--- config.mk ---
export PLATFORM = sky130hd
export DESIGN_NAME = mw_add_seq_flat
export DESIGN_NICKNAME = d
export VERILOG_FILES = /design/src/rtl/mw_add_seq_if.sv /design/src/rtl/mw_add_seq.sv /design/src/flat_wrapper.sv
export SDC_FILE = /design/constraint.sdc
export NUM_CORES = 1
export LEC_CHECK = 0
export CAP_MARGIN = 20
export CORE_ASPECT_RATIO = 1.4
export CORE_UTILIZATION = 49
export DETAILED_ROUTE_END_ITERATION = 8
export GPL_TIMING_DRIVEN = 0
export PLACE_DENSITY_LB_ADDON = 0.2
export SYNTH_ARGS = -nofsm -noshare
export SYNTH_HDL_FRONTEND = slang
export SYNTH_SLANG_ARGS = --single-unit
export TNS_END_PERCENT = 100
--- constraint.sdc ---
create_clock -name clk -period 8.88 [get_ports clk]
set_input_delay 1.776 -clock clk [delete_from_list [all_inputs] [get_ports clk]]
set_output_delay 1.776 -clock clk [all_outputs]
set_load 0.01 [all_outputs]
--- src/rtl/mw_add_seq_if.sv ---
// Bundles the request/response handshake and the 16-bit adder bus of mw_add_seq.
// slave = the sequencer, master = whoever supplies operands and the adder.
interface mw_add_seq_if #(
  parameter int W     = 16,
  parameter int WORDS = 4
);
  logic                 in_valid;
  logic                 in_ready;
  logic [W*WORDS-1:0]   op_a;
  logic [W*WORDS-1:0]   op_b;
  logic                 op_cin;
  logic                 op_sub;
  logic [W-1:0]         add_a;
  logic [W-1:0]         add_b;
  logic                 add_cin;
  logic [W-1:0]         add_sum;
  logic                 add_cout;
  logic                 out_valid;
  logic                 out_ready;
  logic [W*WORDS-1:0]   result;
  logic                 cout;
  logic                 overflow;

  modport slave (
    input  in_valid, op_a, op_b, op_cin, op_sub, add_sum, add_cout, out_ready,
    output in_ready, add_a, add_b, add_cin, out_valid, result, cout, overflow
  );

  modport master (
    output in_valid, op_a, op_b, op_cin, op_sub, add_sum, add_cout, out_ready,
    input  in_ready, add_a, add_b, add_cin, out_valid, result, cout, overflow
  );
endinterface

--- src/rtl/mw_add_seq.sv ---
// Multi-precision add/subtract sequencer: walks WORDS slices of W bits through an
// external combinational adder, LS word first, chaining the carry through a flop.
module mw_add_seq_word #(
  parameter int W = 16
) (
  input  logic         clk,
  input  logic         rst,
  input  logic         en,
  input  logic [W-1:0] sum,
  output logic [W-1:0] word
);
  logic [W-1:0] word_q, word_d;

  always_comb begin
    word_d = word_q;
    if (en) word_d = sum;
  end

  always_ff @(posedge clk or posedge rst) begin
    if (rst) word_q <= '0;
    else     word_q <= word_d;
  end

  assign word = word_q;
endmodule

module mw_add_seq #(
  parameter int W     = 16,
  parameter int WORDS = 4
) (
  input logic         clk,
  input logic         rst,
  mw_add_seq_if.slave bus
);
  localparam int              IDXW = (WORDS > 1) ? $clog2(WORDS) : 1;
  localparam logic [IDXW-1:0] LAST = IDXW'(WORDS - 1);

  typedef enum logic [1:0] {IDLE, RUN, DONE} state_t;

  state_t                  state_q, state_d;
  logic [IDXW-1:0]         idx_q, idx_d;
  logic                    carry_q, carry_d;
  logic                    sub_q, sub_d;
  logic                    cout_q, cout_d;
  logic                    ovf_q, ovf_d;
  logic [WORDS-1:0][W-1:0] a_q, a_d, b_q, b_d;
  logic [WORDS-1:0][W-1:0] res_w;
  logic [W-1:0]            a_word, b_word, add_a, add_b;
  logic                    add_cin, wr_en;

  always_comb begin
    state_d = state_q;
    idx_d   = idx_q;
    carry_d = carry_q;
    sub_d   = sub_q;
    cout_d  = cout_q;
    ovf_d   = ovf_q;
    a_d     = a_q;
    b_d     = b_q;
    a_word  = '0;
    b_word  = '0;
    add_a   = '0;
    add_b   = '0;
    add_cin = 1'b0;
    wr_en   = 1'b0;

    for (int i = 0; i < WORDS; i++) begin
      if (idx_q == IDXW'(i)) begin
        a_word = a_q[i];
        b_word = b_q[i];
      end
    end

    case (state_q)
      IDLE: begin
        if (bus.in_valid) begin
          a_d     = bus.op_a;
          b_d     = bus.op_b;
          sub_d   = bus.op_sub;
          // subtract is A + ~B + 1, so the +1 rides in on the first carry
          carry_d = bus.op_sub ? 1'b1 : bus.op_cin;
          idx_d   = '0;
          state_d = RUN;
        end
      end
      RUN: begin
        add_a   = a_word;
        add_b   = b_word ^ {W{sub_q}};
        add_cin = carry_q;
        wr_en   = 1'b1;
        carry_d = bus.add_cout;
        idx_d   = idx_q + IDXW'(1);
        if (idx_q == LAST) begin
          cout_d  = bus.add_cout;
          ovf_d   = (add_a[W-1] == add_b[W-1]) & (bus.add_sum[W-1] != add_a[W-1]);
          idx_d   = '0;
          state_d = DONE;
        end
      end
      DONE: begin
        if (bus.out_ready) state_d = IDLE;
      end
      default: state_d = IDLE;
    endcase
  end

  always_ff @(posedge clk or posedge rst) begin
    if (rst) begin
      state_q <= IDLE;
      idx_q   <= '0;
      carry_q <= 1'b0;
      sub_q   <= 1'b0;
      cout_q  <= 1'b0;
      ovf_q   <= 1'b0;
      a_q     <= '0;
      b_q     <= '0;
    end else begin
      state_q <= state_d;
      idx_q   <= idx_d;
      carry_q <= carry_d;
      sub_q   <= sub_d;
      cout_q  <= cout_d;
      ovf_q   <= ovf_d;
      a_q     <= a_d;
      b_q     <= b_d;
    end
  end

  for (genvar i = 0; i < WORDS; i++) begin : g_word
    mw_add_seq_word #(.W(W)) u_word (
      .clk  (clk),
      .rst  (rst),
      .en   (wr_en && (idx_q == IDXW'(i))),
      .sum  (bus.add_sum),
      .word (res_w[i])
    );
  end

  assign bus.in_ready  = (state_q == IDLE);
  assign bus.out_valid = (state_q == DONE);
  assign bus.add_a     = add_a;
  assign bus.add_b     = add_b;
  assign bus.add_cin   = add_cin;
  assign bus.result    = res_w;
  assign bus.cout      = cout_q;
  assign bus.overflow  = ovf_q;
endmodule

--- src/flat_wrapper.sv ---
// flat-port wrapper written by rule: the top's interface ports become plain ports
module mw_add_seq_flat 
#(
  parameter int W     = 16,
  parameter int WORDS = 4
)
  (clk, rst, bus_in_valid, bus_op_a, bus_op_b, bus_op_cin, bus_op_sub, bus_add_sum, bus_add_cout, bus_out_ready, bus_in_ready, bus_add_a, bus_add_b, bus_add_cin, bus_out_valid, bus_result, bus_cout, bus_overflow);
  mw_add_seq_if #(.W(W), .WORDS(WORDS)) bus_i ();
  input logic clk;
  input logic rst;
  input wire logic [$bits(bus_i.in_valid)-1:0] bus_in_valid;
  input wire logic [$bits(bus_i.op_a)-1:0] bus_op_a;
  input wire logic [$bits(bus_i.op_b)-1:0] bus_op_b;
  input wire logic [$bits(bus_i.op_cin)-1:0] bus_op_cin;
  input wire logic [$bits(bus_i.op_sub)-1:0] bus_op_sub;
  input wire logic [$bits(bus_i.add_sum)-1:0] bus_add_sum;
  input wire logic [$bits(bus_i.add_cout)-1:0] bus_add_cout;
  input wire logic [$bits(bus_i.out_ready)-1:0] bus_out_ready;
  output wire logic [$bits(bus_i.in_ready)-1:0] bus_in_ready;
  output wire logic [$bits(bus_i.add_a)-1:0] bus_add_a;
  output wire logic [$bits(bus_i.add_b)-1:0] bus_add_b;
  output wire logic [$bits(bus_i.add_cin)-1:0] bus_add_cin;
  output wire logic [$bits(bus_i.out_valid)-1:0] bus_out_valid;
  output wire logic [$bits(bus_i.result)-1:0] bus_result;
  output wire logic [$bits(bus_i.cout)-1:0] bus_cout;
  output wire logic [$bits(bus_i.overflow)-1:0] bus_overflow;
  assign bus_i.in_valid = bus_in_valid;
  assign bus_i.op_a = bus_op_a;
  assign bus_i.op_b = bus_op_b;
  assign bus_i.op_cin = bus_op_cin;
  assign bus_i.op_sub = bus_op_sub;
  assign bus_i.add_sum = bus_add_sum;
  assign bus_i.add_cout = bus_add_cout;
  assign bus_i.out_ready = bus_out_ready;
  assign bus_in_ready = bus_i.in_ready;
  assign bus_add_a = bus_i.add_a;
  assign bus_add_b = bus_i.add_b;
  assign bus_add_cin = bus_i.add_cin;
  assign bus_out_valid = bus_i.out_valid;
  assign bus_result = bus_i.result;
  assign bus_cout = bus_i.cout;
  assign bus_overflow = bus_i.overflow;
  mw_add_seq #(.W(W), .WORDS(WORDS)) u_core (.clk(clk), .rst(rst), .bus(bus_i));
endmodule
* Word-level counts from Yosys, hierarchy flattened
Index checks and enable logic that the tools add are counted.
Word-level totals: register bits after elaboration 200, bits of input ports 151, output and inout port bits 101, word-level logic and storage cells 64
Operators by class: $add $sub $neg 1, equality and inequality tests 10, mux-type cells 22, bitwise logic cells 2, reductions and logical operators 11
Operator list (number):
- $mux 16 | 10
- $xor 16x16->16 | 1
- $mux 2 | 5
- $eq 2x2->1 const B | 3
- $pmux 2 s3 | 1
- $reduce_and 2->1 | 3
- $eq 2x1->1 const B | 2
- $logic_and 1x1->1 | 4
- $logic_not 2->1 | 2
- $mux 1 | 4
- $ne 2x2->1 const B | 2
- $pmux 2 s2 | 1
- $reduce_and 3->1 | 1
- $add 2x1->2 const B | 1
- $ne 2x1->1 const B | 1
- $pmux 1 s2 | 1
- $reduce_bool 2->1 | 1
- $and 1x1->1 | 1
- $eq 1x1->1 | 1
- $ne 1x1->1 | 1

* Depth between registers and ports, before layout
Gate-level depths: netlist (run 1).
depth after elaboration 8, mapped depth 8

* Cells and area by module
From an unflattened synthesis (run 1), not the netlist that was laid out.
Unflattened totals: cells, all modules 940, area total of the unflattened synthesis 9370.2 um^2
By module, submodules not included:
- mw_add_seq | instances 1, cells each 800, area an instance 6757.7 um^2
- mw_add_seq_word | instances 4, cells each 35, area an instance 653.1 um^2

* Least setup slack after synthesis (run 1)
OpenSTA, ideal clock, no wires.
kind register to output, start reg u_core.idx_q[0], end out bus_add_a[10], arrival time 1.647 ns, data required time 7.104 ns, path slack 5.457 ns, cell stages (with the launch flop) 8, cell sequence dfrtp_1 > inv_1 > ha_1 > buf_4 > buf_2 > buf_2 > a211o_1 > a21oi_1
Between the ends: longest elaborated chain between the ends 6, elaborated cells on any way between the ends 9, classes of those cells eq/ne (3); mux (5); reduce/logical (1)
RTL lines:
- start: declaration | line mw_add_seq.sv:41 | logic [IDXW-1:0] idx_q, idx_d;
- start signal: assignment | line mw_add_seq.sv:119 | idx_q <= idx_d;
- $logic_not 2->1 | line mw_add_seq.sv:68 | if (idx_q == IDXW'(i)) begin
- $mux 16 (3 in a row) | line mw_add_seq.sv:68
- $mux 16 * | line mw_add_seq.sv:68
- $mux 16 * | line mw_add_seq.sv:74 | case (state_q)
- end: declaration | line flat_wrapper.sv:20 | output wire logic [$bits(bus_i.add_a)-1:0] bus_add_a;
Every way passes the cells marked *; elsewhere a longest branch is shown, timed or not.

* Worst setup path in the final report (run 1)
start reg u_core.idx_q[0], end out bus_add_a[3]
Same word-level chain as after synthesis.

==> impl_metrics.csv, run 1 <==
group,metric,value,unit
final_layout,num-fill-cells,1488,
grt,overflow,0,
sta,setup_tns,0,ns
yosys,netlist_area,9250,µm²
drt,drc,0,
worst_setup_path,reg2reg_from,"u_core.idx_q[0]",
floorplanning,io_pins,252,
placed_design,dp_slack,4.64,ns
floorplanning,die_area,19400,µm²
worst_setup_path,required,7.10,ns
power,powerDensity,386,nW/µm²
sta,setup_viol,0,
yosys,avgSynthCellArea,9.74,µm²
cts,hold_buffers,0,
drt,route.detailed.vias_per_inst,5.25,
grt,grt_usage,0.273,
cts,post_cts_buffers,0,
worst_setup_path,r2r-end,"u_core.g_word[2].u_word.word[3]",
floorplanning,num_rows,59,
run_status,status,"completed",
worst_setup_path,r2r_setup_slack,6.98,ns
drt,wl_per_cell,17.3,µm
floorplanning,start_util,0.499,
yosys,ys_seq_elements,200,
yosys,syn-num-nets,1105,
sta,final.setup.worst_slack,4.16,ns
final_layout,num-nets-final,1376,
final_layout,design_area,12800,µm²
final_layout,final_cell_mix,"nand2_1 (360), clkdlybuf4s50_1 (251), dfrtp_1 (200)",
floorplanning,core,18500,µm²
cts,cts_root_buf,"clkbuf_16",
worst_setup_path,crit_path_end,"bus_add_a[3]",
grt,grt_pass1_wl,40.9,mm
sta,timing.final.crit_share,0.531,
placed_design,portBuffers,251,
worst_setup_path,setup.worst_path.start,"u_core.idx_q[0]",
worst_setup_path,critPathArrivalTime,2.94,ns
worst_setup_path,cp_max_fo,10,
power,power,0.00492,W
final_layout,final_core_util,0.688,
power,irDropWorstVdd,200,µV
power,leakagePower,5.89,nW
cts,cts_htree_levels,4,
yosys,yosysSeqAreaShare,0.541,
floorplanning,die_y,165,µm
cts,cts_sinks,200,
drt,drtPass1Iterations,5,
cts,clock_latency,0.43,ns
yosys,synthCells,950,
hold_path,min_path_type,"flop to flop",
drt,drtIter0Drc,511,
final_layout,drive_gt1_frac,0.107,
worst_setup_path,path_class,"flop to output pin",
sta,tightest_slew,0.662,ns
sta,finalMaxSlewViolations,0,
yosys,synthDistinctLibCells,36,
sta,period_needed,4.72,ns
cts,clockBufferDepth,2,
cts,clkTransAtPathRegs,0.07,ns
worst_setup_path,r2r_cells,7,
sta,hold_violations,0,
job,cap_violations,0,
worst_setup_path,cp-end-kind,"output pin",
final_layout,syn_to_final_growth,37.9,%
sta,finClkSkew,0.00758,ns
floorplanning,fp.dieW,118,µm
placed_design,gp_congestion,0.872,
placed_design,hpwl,18.9,mm
sta,grt_setup_unrepaired,"no",
sta,relSlewSlack,0.559,
worst_setup_path,crit_path_start_kind,"flop",
cts,numCtsBuffers,17,
hold_path,min_from,"u_core.a_q[11]",
final_layout,final_common_cell,"nand2_1",
grt,grt_pass1_vias,7734,
sta,fmax,212,MHz
final_layout,num_antenna_cells,0,
drt,drt_wl_total,25.5,mm
drt,ant_nets,0,
placed_design,placed_area,12100,µm²
grt,antenna_found_initial,0,
cts,postCtsResizedCells,0,
cts,cts_tree,"done",
grt,grt_max_degree,114,
yosys,ys_warn_count,0,
drt,num_vias,7752,
worst min path at each step:
stage | to | slack, ns | cells past startpoint
3_5_place_dp | u_core.a_q[13] | 0.46 | 2
2_1_floorplan | u_core.a_q[0] | 0.44 | 2
6_report | u_core.a_q[11] | 0.47 | 2
3_3_place_gp | u_core.a_q[13] | 0.46 | 2
5_1_grt | u_core.a_q[13] | 0.49 | 2
4_1_cts | u_core.a_q[13] | 0.47 | 2
cell families (layout without fill, tap and decap cells):
logic type,after synthesis,in the layout,synth area share
AOI/OAI and AO/OA,137,137,0.0993
adders and majority gates,4,4,0.00541
buffers and inverters,102,385,0.0578
DFF,200,200,0.541
muxes,65,65,0.0824
and+or+nand+nor,442,442,0.214
layer usage:
| metal | wire [µm] | part of all wire | up-vias | global-route usage |
|---|---|---|---|---|
| li1 | - | - | 3673 | - |
| met1 | 10700 | 0.42 | 3730 | 0.347 |
| met2 | 12800 | 0.50 | 304 | 0.465 |
| met3 | 1450 | 0.057 | 45 | 0.0511 |
| met4 | 646 | 0.025 | 0 | 0.0991 |
| met5 | 0 | 0 | - | 0 |
stage by stage:
stage / hold slack, ns / instances
2_1_floorplan: 0.438 / 950
3_3_place_gp: 0.455 / 1445
3_5_place_dp: 0.457 / 1446
4_1_cts: 0.474 / 1477
5_1_grt: 0.493 / 1477
6_report: 0.472 / 1477
synthesized netlist by cell type (all sizes together):
| master | n | area share |
|---|---|---|
| o2111ai | 2 | 0.0019 |
| buf | 45 | 0.034 |
| nand2b | 2 | 0.0014 |
| or3 | 1 | 0.00068 |
| o31ai | 2 | 0.0016 |
| nor2b | 15 | 0.010 |
| dfrtp | 200 | 0.54 |
| o21ai | 37 | 0.020 |
| a2111oi | 1 | 0.0030 |
| clkbuf | 21 | 0.0087 |
| a211o | 16 | 0.015 |
| and2 | 2 | 0.0014 |
| nor3b | 18 | 0.023 |
| o21a | 1 | 0.00081 |
| nand3 | 19 | 0.010 |
| inv | 36 | 0.015 |
| and3b | 1 | 0.00095 |
| nand2 | 364 | 0.15 |
| ha | 4 | 0.0054 |
| nor2 | 2 | 0.00081 |
| a221o | 15 | 0.016 |
| a221oi | 16 | 0.015 |
| mux2 | 65 | 0.082 |
| and2b | 3 | 0.0024 |
| a21oi | 47 | 0.025 |
| nand3b | 15 | 0.012 |
registers in the layout, summed over array words and instances, names as in the netlist:
register                   count
u_core.bus.cout                1
u_core.sub_q                   1
u_core.carry_q                 1
u_core.state_q                 2
u_core.g_word.u_word.word     64
u_core.bus.overflow            1
u_core.idx_q                   2
u_core.b_q                    64
u_core.a_q                    64
area by class of cell:
cell class	count	area, µm²	share of cell area
buffer	66	399	0.0313
clock buffer	20	467	0.0366
clock inverter	11	183	0.0143
inverter	36	143	0.0112
multi-input combinational	648	3710	0.291
sequential	200	5000	0.392
tap	244	305	0.0239
timing repair buffer	252	2540	0.199
report_power, final:
part / internal [W] / total [W] / switching, W / leakage [nW]
sequential: 0.00136 / 0.00158 / 0.000224 / 2.43
clock: 0.000500 / 0.000855 / 0.000355 / 0.316
combinational: 0.00123 / 0.00248 / 0.00125 / 3.14
total: 0.00309 / 0.00492 / 0.00183 / 5.89
critical path, stage by stage, from the launching register on:
cell and delay [ns]:
dfrtp_1 0.44, inv_1 0.10, ha_1 0.16, buf_4 0.19
buf_4 0.24, buf_4 0.20, a221oi_1 0.09, a211o_1 0.26
a21oi_1 0.24, clkdlybuf4s50_1 0.59
(Power assumes the default switching activity.)
==> run 2: changes to the inputs <==
--- a/config.mk
+++ b/config.mk
@@ -7,7 +7,7 @@
 export LEC_CHECK = 0
 export CAP_MARGIN = 20
 export CORE_ASPECT_RATIO = 1.4
-export CORE_UTILIZATION = 49
+export CORE_UTILIZATION = 44
 export DETAILED_ROUTE_END_ITERATION = 8
 export GPL_TIMING_DRIVEN = 0
 export PLACE_DENSITY_LB_ADDON = 0.2
==> constraint.sdc (replaced) <==
create_clock -name clk -period 4.15 [get_ports clk]
set_input_delay 0.83 -clock clk [delete_from_list [all_inputs] [get_ports clk]]
set_output_delay 0.83 -clock clk [all_outputs]
set_load 0.01 [all_outputs]
==> impl_metrics.csv, run 2 (synthesis results as in run 1) <==
group,metric,value,unit
run_status,status,"completed",
worst_setup_path,reg2reg_from,"u_core.idx_q[0]",
floorplanning,start_util,0.450,
power,leakagePower,5.89,nW
worst_setup_path,cp-end-kind,"output pin",
drt,ant_nets,0,
grt,grt_pass1_wl,42.4,mm
hold_path,min_path_type,"flop to flop",
cts,clock_latency,0.43,ns
worst_setup_path,crit_path_start_kind,"flop",
final_layout,drive_gt1_frac,0.111,
sta,finalMaxSlewViolations,0,
sta,hold_slack,0.474,ns
drt,drt_wl_total,26.3,mm
grt,grt_max_degree,43,
worst_setup_path,required,3.32,ns
drt,drtIter0Drc,413,
worst_setup_path,cp_max_fo,10,
hold_path,min_from,"u_core.a_q[12]",
placed_design,gp_congestion,0.852,
cts,postCtsResizedCells,0,
worst_setup_path,r2r_cells,7,
drt,wl_per_cell,17.6,µm
floorplanning,fp.dieW,125,µm
worst_setup_path,critPathArrivalTime,2.92,ns
cts,hold_buffers,0,
sta,fmax,266,MHz
cts,cts_root_buf,"clkbuf_16",
cts,numCtsBuffers,17,
final_layout,final_cell_mix,"nand2_1 (360), clkdlybuf4s50_1 (251), dfrtp_1 (200)",
sta,finClkSkew,0.0115,ns
floorplanning,io_pins,252,
grt,grt_use_met1,0.321,
final_layout,ff_latch_area,5000,µm²
grt,antenna_found_initial,0,
cts,cts_tree,"done",
hold_path,hold_depth,2,
placed_design,portBuffers,251,
grt,use_met2,0.434,
sta,setup_viol,0,
drt,drtPass1Iterations,5,
drt,drc,0,
grt,use_met3,0.0438,
cts,clockBufferDepth,2,
final_layout,syn_to_final_growth,38.3,%
floorplanning,core,20600,µm²
drt,route.detailed.vias_per_inst,5.17,
cts,clkTransAtPathRegs,0.08,ns
sta,timing.final.crit_share,0.905,
floorplanning,die_area,21600,µm²
placed_design,place_inst,1462,
sta,hold_violations,0,
cts,post_cts_buffers,0,
sta,tightest_slew,0.668,ns
worst_setup_path,r2r-end,"u_core.g_word[2].u_word.word[3]",
grt,grt.busiest_layer,"met2",
job,cap_violations,0,
floorplanning,die_y,174,µm
final_layout,num-nets-final,1380,
floorplanning,num_rows,62,
cts,cts_htree_levels,4,
final_layout,final_core_util,0.623,
final_layout,final_common_cell,"nand2_1",
power,irDropWorstVdd,356,µV
sta,grt_setup_unrepaired,"no",
power,powerDensity,815,nW/µm²
cts,cts_sinks,200,
worst_setup_path,r2r_setup_slack,2.24,ns
final_layout,layout.cells.non_filler,1494,
hold_path,worstHoldEndpoint,"u_core.a_q[12]",
grt,grt_usage,0.252,
placed_design,hpwl,19.9,mm
grt,grt_pass1_vias,7855,
final_layout,num-fill-cells,1743,
final_layout,num_antenna_cells,0,
sta,setup_tns,0,ns
final_layout,multi_input_area,3710,µm²
sta,period_needed,3.75,ns
worst_setup_path,path_class,"flop to output pin",
grt,overflow,0,
sta,relSlewSlack,0.554,
drt,num_vias,7725,
## run 2: changes by cell type in the layout (fill, tap and decap cells not counted), sizes merged
| cell | previous run | this run |
|---|---|---|
| buf | 46 | 50 |
| bufinv | 4 | 1 |
| clkbuf | 41 | 40 |
| clkinv | 1 | 4 |
| clkinvlp | 1 | 3 |
## run 2: per-stage QoR
step | power, W | worst slack [ns] | cell area, µm²
finish | 0.0104 | 0.396 | 12800
global route | 0.0111 | 0.254 | 12800
CTS | 0.0105 | 0.382 | 12800
detailed placement | 0.00876 | 0.864 | 12200
global placement | 0.00864 | -0.882 | 12100
floorplan | 0.00643 | 0.732 | 9250
## run 2: final cells by class
class | instances | share of cell area
clock buffer | 19 | 0.0354
timing repair buffer | 256 | 0.204
multi-input combinational | 648 | 0.290
inverter | 36 | 0.0109
buffer | 66 | 0.0312
tap | 256 | 0.0250
sequential | 200 | 0.391
clock inverter | 13 | 0.0123
## run 2: worst max-delay path by stage
| stage | slack (ns) | start | depth (start not counted) | endpoint |
|---|---|---|---|---|
| floorplan | 0.73 | rst | 1 | u_core.a_q[0] |
| global placement | -0.88 | rst | 2 | u_core.a_q[8] |
| detailed placement | 0.86 | u_core.idx_q[0] | 8 | bus_add_b[0] |
| finish | 0.40 | u_core.idx_q[0] | 9 | bus_add_a[2] |
| CTS | 0.38 | u_core.idx_q[1] | 9 | bus_add_a[2] |
| global route | 0.25 | u_core.idx_q[0] | 9 | bus_add_a[1] |
## run 2: power breakdown
part           switching, W  internal [W]  leakage (nW)
combinational       0.00269       0.00265          3.17
clock              0.000810      0.000894         0.294
sequential         0.000484       0.00291          2.43
total               0.00398       0.00645          5.89
## run 2: worst max-delay path, stage by stage (launching register included)
cell and delay [ns]:
dfrtp_1 0.44, inv_1 0.11, ha_1 0.16, buf_4 0.19, buf_4 0.24, buf_4 0.20, a221oi_1 0.07, a211o_1 0.27
a21oi_1 0.24, clkdlybuf4s50_1 0.58
## run 2: layer usage
layer  vias to the layer above  wire length (µm)
met4                         0               525
li1                       3685                 -
met1                      3730             11200
met2                       277             13100
met5                         -                 0
met3                        33              1410
